**src/rtl/stream_mux_pkg.sv**
```systemverilog
// Shared constants and helpers for the stream_mux_rr multiplexer family.
package stream_mux_pkg;

   localparam int unsigned MODE_SEL = 0;
   localparam int unsigned MODE_RR  = 1;

   // Index width for n channels, never narrower than one bit.
   function automatic int unsigned sel_idx_w(input int unsigned n);
      return (n > 2) ? $clog2(n) : 1;
   endfunction

endpackage

```
**src/rtl/rr_arbiter.sv**
```systemverilog
// Round-robin arbiter: grants the first requester at or above ptr, wrapping at N.
// The pointer moves past the granted channel only when advance is asserted.
module rr_arbiter
   import stream_mux_pkg::*;
#(
   parameter int unsigned N  = 4,
   parameter int unsigned PW = sel_idx_w(N)
) (
   input  logic          clk,
   input  logic          rst_n,
   input  logic [N-1:0]  req,
   input  logic          advance,
   output logic [N-1:0]  gnt,
   output logic [PW-1:0] gnt_idx,
   output logic          any_gnt
);

   logic [PW-1:0] ptr_q, ptr_d;

   // Two passes: lowest requester at or above ptr, else lowest below ptr.
   always_comb begin
      gnt     = '0;
      gnt_idx = '0;
      any_gnt = 1'b0;
      for (int i = 0; i < N; i++) begin
         if (!any_gnt && req[i] && (PW'(i) >= ptr_q)) begin
            gnt[i]  = 1'b1;
            gnt_idx = PW'(i);
            any_gnt = 1'b1;
         end
      end
      for (int i = 0; i < N; i++) begin
         if (!any_gnt && req[i] && (PW'(i) < ptr_q)) begin
            gnt[i]  = 1'b1;
            gnt_idx = PW'(i);
            any_gnt = 1'b1;
         end
      end
   end

   always_comb begin
      ptr_d = ptr_q;
      if (advance && any_gnt) begin
         ptr_d = (gnt_idx == PW'(N - 1)) ? '0 : gnt_idx + 1'b1;
      end
   end

   always_ff @(posedge clk or negedge rst_n) begin
      if (!rst_n) begin
         ptr_q <= '0;
      end else begin
         ptr_q <= ptr_d;
      end
   end

endmodule

```
**src/rtl/stream_mux_rr.sv**
```systemverilog
// N:1 valid/ready stream multiplexer with a registered output stage.
// Channel choice is either an external select or round-robin arbitration.
module stream_mux_rr
   import stream_mux_pkg::*;
#(
   parameter int unsigned N_IN  = 4,
   parameter int unsigned WIDTH = 8,
   parameter int unsigned MODE  = MODE_SEL,
   parameter int unsigned SEL_W = sel_idx_w(N_IN)
) (
   input  logic                  clk,
   input  logic                  rst_n,
   input  logic [N_IN*WIDTH-1:0] in_data,
   input  logic [N_IN-1:0]       in_valid,
   output logic [N_IN-1:0]       in_ready,
   input  logic [SEL_W-1:0]      sel,
   output logic [WIDTH-1:0]      out_data,
   output logic                  out_valid,
   input  logic                  out_ready,
   output logic [SEL_W-1:0]      out_src
);

   logic [N_IN-1:0]  gnt;
   logic [SEL_W-1:0] gnt_idx;
   logic             any_gnt;
   logic             load_en;
   logic             xfer;
   logic [WIDTH-1:0] mux_data;

   logic             out_valid_q;
   logic [WIDTH-1:0] out_data_q;
   logic [SEL_W-1:0] out_src_q;

   // Output register is empty or being drained this cycle.
   assign load_en = !out_valid_q || out_ready;
   assign xfer    = load_en && any_gnt;

   generate
      if (MODE == MODE_RR) begin : g_rr
         logic unused_sel;
         assign unused_sel = ^sel;

         rr_arbiter #(
            .N  (N_IN),
            .PW (SEL_W)
         ) u_arb (
            .clk     (clk),
            .rst_n   (rst_n),
            .req     (in_valid),
            .advance (xfer),
            .gnt     (gnt),
            .gnt_idx (gnt_idx),
            .any_gnt (any_gnt)
         );
      end else begin : g_sel
         // A select value with no matching channel simply never grants.
         always_comb begin
            gnt     = '0;
            gnt_idx = '0;
            any_gnt = 1'b0;
            for (int i = 0; i < N_IN; i++) begin
               if ((sel == SEL_W'(i)) && in_valid[i]) begin
                  gnt[i]  = 1'b1;
                  gnt_idx = SEL_W'(i);
                  any_gnt = 1'b1;
               end
            end
         end
      end
   endgenerate

   assign in_ready = (rst_n && load_en) ? gnt : '0;

   always_comb begin
      mux_data = '0;
      for (int i = 0; i < N_IN; i++) begin
         if (gnt[i]) begin
            mux_data = in_data[i*WIDTH +: WIDTH];
         end
      end
   end

   always_ff @(posedge clk or negedge rst_n) begin
      if (!rst_n) begin
         out_valid_q <= 1'b0;
         out_data_q  <= '0;
         out_src_q   <= '0;
      end else if (load_en) begin
         out_valid_q <= any_gnt;
         if (any_gnt) begin
            out_data_q <= mux_data;
            out_src_q  <= gnt_idx;
         end
      end
   end

   assign out_valid = out_valid_q;
   assign out_data  = out_data_q;
   assign out_src   = out_src_q;

endmodule

```
**config.mk**
```make
export PLATFORM = sky130hd
export DESIGN_NAME = stream_mux_rr
export DESIGN_NICKNAME = d
export VERILOG_FILES = /design/src/rtl/stream_mux_pkg.sv /design/src/rtl/rr_arbiter.sv /design/src/rtl/stream_mux_rr.sv
export SDC_FILE = /design/constraint.sdc
export NUM_CORES = 1
export LEC_CHECK = 0
export CORE_MARGIN = 2
export CORE_UTILIZATION = 30
export CTS_CLUSTER_SIZE = 8
export DETAILED_ROUTE_END_ITERATION = 7
export PLACE_DENSITY = 0.79
export SETUP_SLACK_MARGIN = 0.4
export SLEW_MARGIN = 20
export SYNTH_ARGS = -nofsm -noshare
export SYNTH_HDL_FRONTEND = slang
export SYNTH_SLANG_ARGS = --single-unit
```
**constraint.sdc**
```tcl
create_clock -name clk -period 1.1 [get_ports clk]
set_input_delay 0.11 -clock clk [delete_from_list [all_inputs] [get_ports clk]]
set_output_delay 0.11 -clock clk [all_outputs]
set_load 0.05 [all_outputs]
```
==> summary by stage, run 1 <==
Run status
The run finished, with violations left. The final reports fail on setup timing.

Logic synthesis
The number of unique standard cell types used by synthesis is 25. The leading cell type by number of instances after synthesis is sky130_fd_sc_hd__dfrtp_1. The library cell occupying the most area in the post-synthesis netlist is sky130_fd_sc_hd__dfrtp_1. The async set-reset flop share out of synthesis is 1.000.

The net count after synthesis is 149. The share of the Yosys chip area taken by registers is 0.2792. During synthesis, Yosys emitted a total of 0 warnings. Yosys attributes the largest share of cell area to sky130_fd_sc_hd__dfrtp_1 28%, sky130_fd_sc_hd__or4bb_1 9.1%, sky130_fd_sc_hd__a31o_2 7.1%, sky130_fd_sc_hd__and3b_1 7.1%, sky130_fd_sc_hd__nand4b_1 7.1%. The mapped netlist covers 985.9 µm². The synthesized instance count is 108. Counting instances in the post-synthesis netlist gives the leading cell types as 11 x sky130_fd_sc_hd__dfrtp_1, 10 x sky130_fd_sc_hd__clkbuf_1, 9 x sky130_fd_sc_hd__a21boi_0.

A synthesized cell averages 9.129 µm². The share of synthesized area in the top cell type comes to 0.2792. Yosys mapped a number of flops with a built-in enable equal to 0. In the synthesized netlist the dominant register cell turns out to be sky130_fd_sc_hd__dfrtp_1. The synthesis-stage register bit count is 11.

Floorplanning
56 I/O pins were placed. The die span in x is 61.33 µm. The floorplan step defined a die boundary enclosing 0.003761 mm². The number of rows in the core area is 20. The starting density of the core is 0.3203. The core area is 0.003078 mm².

The overall die height is 61.33 µm.

Layout
After routing the design area is 0.001994 mm². The area growth from synthesis to final layout is 102.3%. 0 antenna diodes ended up in the layout.

The final-layout fill cell count is 258. The number of nets in the layout is 219. Of the cells placed in the final design, the portion with a size suffix greater than 1 is 0.3955. At the end of the flow the core is filled with cells to 0.6480.

Worst hold path
The worst hold path class is input pin to async pin.

Timing
Across the routed clock network, the largest skew measured is 0.008219 ns. The number of hold-slack violations in the final timing report is 0. Setup repair after global routing could not meet its margin everywhere.

The worst pin sits at a relative slew slack of 0.7743. The max-slew violation count came to 0. After layout, the worst setup slack is -0.3296 ns.

Dividing the final minimum period by the clock period gives 1.300. Based on the critical path, the design can be clocked at up to 0.6995 GHz. Setup violations remaining at the end of the flow were counted as 15. The measured slew at the worst slew-check pin is 0.3376 ns. Setup total negative slack on the finished layout was measured at -2.900 ns.

The clock period minus final worst setup slack is 1.430 ns.

Power
In this run the power density over the cells is 1050 mW/mm². The leakage component of the power is 0.8282 nW. Of the total power, the share spent switching nets is 0.3754. The power share of the sequential group is 0.280. Internal power comes to 1.308 mW.

The largest vdd supply drop is 0.0003650 V. Of the total power, combinational logic draws 0.585. The clock network fraction of design power is 0.134.

Summed over all nets, the switching power comes to 0.7863 mW.

Clock tree
After clock tree synthesis, the clock-pin slew on the worst setup and hold paths is 0.08 ns. The clock net in this run drives a total of 11 sinks. TritonCTS built the clock tree.

CTS built an H-tree with a depth of 1. Counting along the longest clock path gives a buffer depth of 2. The later pin in the worst-skew pair is clocked with a latency of 0.27 ns. The root buffer cell chosen for the clock tree is sky130_fd_sc_hd__clkbuf_4. In this run, CTS created clock tree buffers numbering 3.

Place
The post-detailed-placement half-perimeter wirelength is 2.718 mm. Before CTS, the worst setup slack after placement is -0.6859 ns. The congestion estimate from routability-driven global placement came to 0.8287. The count of buffers inserted at the top-level ports is 55.

The placed instances occupy a cell area of 0.001896 mm².

Setup path
STA classifies the critical path startpoint as a register. The required time of the critical path is 0.99 ns. STA classifies the critical path endpoint as an output port.

The critical path class is register to output port. The slowest stage of the critical path is the sky130_fd_sc_hd__dfrtp_2 cell. The largest stage delay on the critical path is 0.45 ns. Walking the worst path, the cells encountered are nand2b_4 > nand2_4 > nor4b_4 > buf_12.

Among cell families on the critical path, the largest total delay comes from flip-flops. The critical-path maximum fanout is 3. The worst path buffer plus inverter count is 1.

The data arrival time of the critical path is 1.32 ns.

Global route
The maximum number of pins on one net before global-route repair is 32. The final global-route overflow total is 0. The number of antenna violations at the first check in global routing is 0.

The aggregate global-route resource usage is 0.2087. The via count of the first global-routing pass was 1177. The first global-routing pass estimated 5.733 mm of wire.

Routing
Detailed routing inserted a total of 1186 vias. The first-pass iteration count of the detailed router is 4. The number of DRC violations after detailed-routing iteration 0 is 30. The number of remaining DRC errors is 0. The vias per cell is 5.367. In the final routed layout, each cell accounts on average for 15.79 µm. The final layout contains routed wiring with a total length of 3.489 mm. The count of antenna-violating nets left after detailed routing is 0.

Flow run
Across the run, the number of max-cap violations was 0.
-- state kept, by name, summed over array words and instances (netlist names) --
signal,count
out_valid,1
out_src,2
out_data,8
-- final timing paths --
kind	cells after the start	endpoint	slack, ns	start
worst min-delay path	2	out_valid	0.25	rst_n
min in group clk	4	out_src[0]	0.46	sel[0]
worst min register to register	2	out_src[0]	0.61	out_src[0]
worst max-delay path	4	in_ready[0]	-0.33	out_valid
worst max register to register	5	out_src[1]	-0.26	out_valid
max in group asynchronous	3	out_data[5]	0.62	rst_n
-- what timing repair did --
action,4_1_cts,5_1_grt
gates cloned,2,0
setup endpoints to repair,26,26
pin swaps,4,1
buffers inserted,4,0
hold buffers,0,0
gates resized for setup,18,6
-- layout by cell type, fill, tap and decap left out --
master and instances:
sky130_fd_sc_hd__o22ai_1 1, sky130_fd_sc_hd__mux2i_1 1, sky130_fd_sc_hd__nand2b_1 2, sky130_fd_sc_hd__mux2_4 1, sky130_fd_sc_hd__clkdlybuf4s50_1 34, sky130_fd_sc_hd__clkbuf_4 3, sky130_fd_sc_hd__nand3_1 1, sky130_fd_sc_hd__nand4b_1 8
sky130_fd_sc_hd__nand2_1 3, sky130_fd_sc_hd__nor3_4 1, sky130_fd_sc_hd__and2_4 2, sky130_fd_sc_hd__nand2_4 1, sky130_fd_sc_hd__dlygate4sd2_1 6, sky130_fd_sc_hd__nand3b_1 1, sky130_fd_sc_hd__o21ai_0 8, sky130_fd_sc_hd__a21boi_0 1
sky130_fd_sc_hd__nand4_1 8, sky130_fd_sc_hd__clkbuf_1 1, sky130_fd_sc_hd__nand2b_4 1, sky130_fd_sc_hd__or4bb_1 8, sky130_fd_sc_hd__a21boi_2 1, sky130_fd_sc_hd__nor3b_1 8, sky130_fd_sc_hd__dfrtp_2 11, sky130_fd_sc_hd__a31o_2 8
sky130_fd_sc_hd__buf_4 14, sky130_fd_sc_hd__nor4b_4 1, sky130_fd_sc_hd__a21boi_1 7, sky130_fd_sc_hd__inv_1 1, sky130_fd_sc_hd__nand3_4 1, sky130_fd_sc_hd__mux4_2 1, sky130_fd_sc_hd__buf_12 16, sky130_fd_sc_hd__buf_6 6
sky130_fd_sc_hd__and3b_1 8, sky130_fd_sc_hd__nor2_4 2
-- layout make-up --
| type | instances | area [µm²] | area share |
|---|---|---|---|
| Clock buffer | 4 | 26.28 | 0.01317 |
| Inverter | 1 | 3.754 | 0.001882 |
| Multi-Input combinational cell | 85 | 734.5 | 0.3683 |
| Sequential cell | 11 | 289.0 | 0.1449 |
| Tap cell | 44 | 55.05 | 0.02760 |
| Timing Repair Buffer | 76 | 885.9 | 0.4442 |
-- power groups by stage --
stage          combinational [mW]  clock [mW]  sequential (mW)
3_5_place_dp                 1.16           0            0.595
6_report                     1.23       0.282            0.587
4_1_cts                      1.22       0.292            0.586
3_3_place_gp                 1.14           0            0.591
2_1_floorplan               0.310           0            0.810
5_1_grt                      1.29       0.317            0.596
-- layer usage --
layer	routed length, µm	up-vias	track usage
met5	0	-	0
met1	1423	577	0.2610
li1	-	560	-
met4	21	0	0.04969
met3	193	2	0.02941
met2	1851	47	0.3769
-- logic make-up after synthesis --
family	synth area share
simple gates	0.4277
buf+inv	0.05837
compound gates	0.1866
mux	0.04822
flops	0.2792
-- through the flow --
step / hold slack (ns) / std cells / power, mW
after floorplan: -0.1856 / 108 / 1.119
after global placement: 0.5320 / 211 / 1.733
after detailed placement: 0.5397 / 211 / 1.758
after CTS: 0.2479 / 221 / 2.094
after global routing: 0.2830 / 221 / 2.205
final: 0.2548 / 221 / 2.095
No activity file was read; power rests on OpenSTA's default activity.
==> run 2: changes to the inputs <==
- GPL_TIMING_DRIVEN: not set -> 0
- HOLD_SLACK_MARGIN: not set -> 0.03
==> run 2 against run 1 <==
The flow finishes with violations (hold timing, setup timing). Power down 3.5%. Global-route usage fell by 0.84 points. Final cell count grew 0.45%. Combinational power decreased by 4%. Worst setup slack better by 0.031 ns. Sequential cell count did not move. Via count fell by 0.34%. Non-clock buffer count increased by 2. Largest cell class unchanged. Largest power group unchanged.
==> summary by stage, run 2 (same netlist as run 1, synthesis figures left out) <==
Place
Routability-driven placement finished with a final weighted congestion of 0.8545. The count of buffers inserted at the top-level ports is 55. The post-detailed-placement half-perimeter wirelength is 2.586 mm. The setup slack at placement is -1.666 ns.

Worst hold path
The min-delay analysis places its worst path in the category input pin to async pin.

Timing
The relative max-transition margin is 0.7366. The final worst slack is -0.2982 ns. Between clock sinks in the finished design, the worst skew comes to 0.0006988 ns. The post-route fraction of the period consumed by the critical path is 1.271. The highest achievable clock rate is 0.7152 GHz. The aggregate negative setup slack is -3.002 ns. Hold timing on the final database bottoms out at a slack of -0.1494 ns. At the pin with the least slew margin, the transition time is 0.3950 ns. The max-slew violation count is 0.

The clock period minus final worst setup slack is 1.398 ns. The number of hold-slack violations in the final timing report is 11. The setup violation total in the final timing report is 15. Setup repair after global routing could not meet its margin everywhere.

Layout
In the layout the commonest cells are 33 x sky130_fd_sc_hd__clkdlybuf4s50_1, 15 x sky130_fd_sc_hd__buf_8, 12 x sky130_fd_sc_hd__buf_6, 11 x sky130_fd_sc_hd__dfrtp_2, 9 x sky130_fd_sc_hd__a21boi_0. The final-layout fill cell count is 254. The share of the core filled with cells in the final layout is 0.6370. The fraction of layout cells with a size suffix above 1 is 0.4270. From synthesis to final layout, the design area changed by 98.86%. The library cell used most frequently in the layout, excluding fill and tap cells, is sky130_fd_sc_hd__clkdlybuf4s50_1.

The flip-flop count of the largest register, all copies and words added is 8. The net count of the finished layout is 220. The number of antenna diodes in the final layout is 0.

Clock tree
The tree is rooted in a sky130_fd_sc_hd__clkbuf_4. The clock sink count is 11. The total clock buffers created by CTS is 3. In this run the deepest clock path goes through 2 buffers.

CTS built an H-tree with a depth of 1. The clock transition time at the flip-flop clock pins of the worst setup and hold paths is 0.07 ns. The later pin in the worst-skew pair is clocked with a latency of 0.26 ns. TritonCTS built the clock tree.

Setup path
STA classifies the critical path endpoint as a register. The critical path class is register to register. The data arrival time of the critical path is 1.55 ns. The critical-path maximum fanout is 5. The worst setup path is launched from a register.

The required time of the critical path is 1.25 ns.

Run status
The checks that failed: hold timing, setup timing. The flow ran to the end, but the final reports show violations.

Floorplanning
The die is 61.33 µm tall. 56 I/O pins were placed. The total die area is 0.003761 mm². The die span in x is 61.33 µm. The starting density of the core is 0.3203.

After floorplanning, the core was divided into 20 placement rows. The core area is 0.003078 mm².

Flow run
The number of max-capacitance violations reported is 0.

Global route
The maximum number of pins on one net before global-route repair is 14. The via count of the first global-routing pass is 1133. The final global-route overflow total is 0. The number of antenna violations at the first check in global routing is 0. The first global-routing pass estimated 5.520 mm of wire. Across every metal layer, demand over resource in global routing totals 0.2003.

Routing
The number of DRC violations after detailed-routing iteration 0 is 35. Before antenna repair, the detailed router went through 4 iterations. After detailed routing, the number of vias per cell comes to 5.324.

The routed layout has 1182 vias. The number of remaining DRC errors is 0. The routed wire length is 3.578 mm. Once detail routing completed, the nets flagged for antenna violations numbered 0. After detailed routing, the average wire length per cell comes to 16.12 µm.

Power
The largest vdd supply drop is 0.0003553 V. In this run the power density over the cells is 1031 mW/mm². For this design the static power due to leakage is 0.8188 nW.
[run 2: worst paths after layout]
path                             start          end  slack, ns  depth (start not counted)
setup / recovery             out_valid   out_src[1]      -0.30                          6
hold / removal                   rst_n   out_src[1]      -0.15                          1
setup reg to reg             out_valid   out_src[1]      -0.30                          6
hold reg to reg             out_src[1]   out_src[1]       0.55                          1
max in group asynchronous        rst_n  out_data[7]       0.95                          1
min in group clk           in_valid[1]   out_src[0]       0.38                          4
[run 2: what timing repair did]
item                                    in CTS  in global routing
hold endpoints to repair                    11                 11
cloned                                       2                  0
pin swaps                                    3                  1
endpoints found under the setup margin      37                 26
resized for setup                          172                  7
buffers inserted                             8                  1
[run 2: area by class of cell]
cell class | instances | area (µm²) | share of cell area
sequential | 11 | 289.0 | 0.1474
clock buffer | 4 | 26.28 | 0.01340
timing repair buffer | 66 | 718.2 | 0.3663
inverter | 1 | 3.754 | 0.001914
multi-input combinational | 84 | 744.5 | 0.3797
buffer | 12 | 123.9 | 0.06318
tap | 44 | 55.05 | 0.02808
[run 2: power breakdown]
| group | internal [mW] | total [mW] | switching [mW] |
|---|---|---|---|
| logic | 0.609 | 1.18 | 0.569 |
| registers | 0.494 | 0.566 | 0.0715 |
| clock network | 0.140 | 0.277 | 0.137 |
[run 2: routing by layer]
layer  GRT usage  share of wire
met2      0.3647           0.51
met3     0.02311          0.070
met1      0.2487           0.40
met4     0.05280          0.024
met5           0              0
[run 2: worst max-delay path: stages (launching register included)]
cell,delay [ns]
sky130_fd_sc_hd__dfrtp_2,0.42
sky130_fd_sc_hd__nand2b_4,0.10
sky130_fd_sc_hd__buf_4,0.12
sky130_fd_sc_hd__buf_6,0.09
sky130_fd_sc_hd__and2_4,0.15
sky130_fd_sc_hd__buf_6,0.12
sky130_fd_sc_hd__mux2_4,0.29
[run 2: through the flow]
step / area [µm²] / power (mW) / hold WS (ns) / instances
detailed placement: 1677 / 1.505 / 0.5040 / 207
finish: 1961 / 2.021 / -0.1494 / 222
CTS: 1928 / 1.997 / -0.1521 / 221
global placement: 1677 / 1.490 / 0.5018 / 207
global route: 1961 / 2.110 / -0.1366 / 222
floorplan: 1071 / 1.119 / -0.1856 / 108
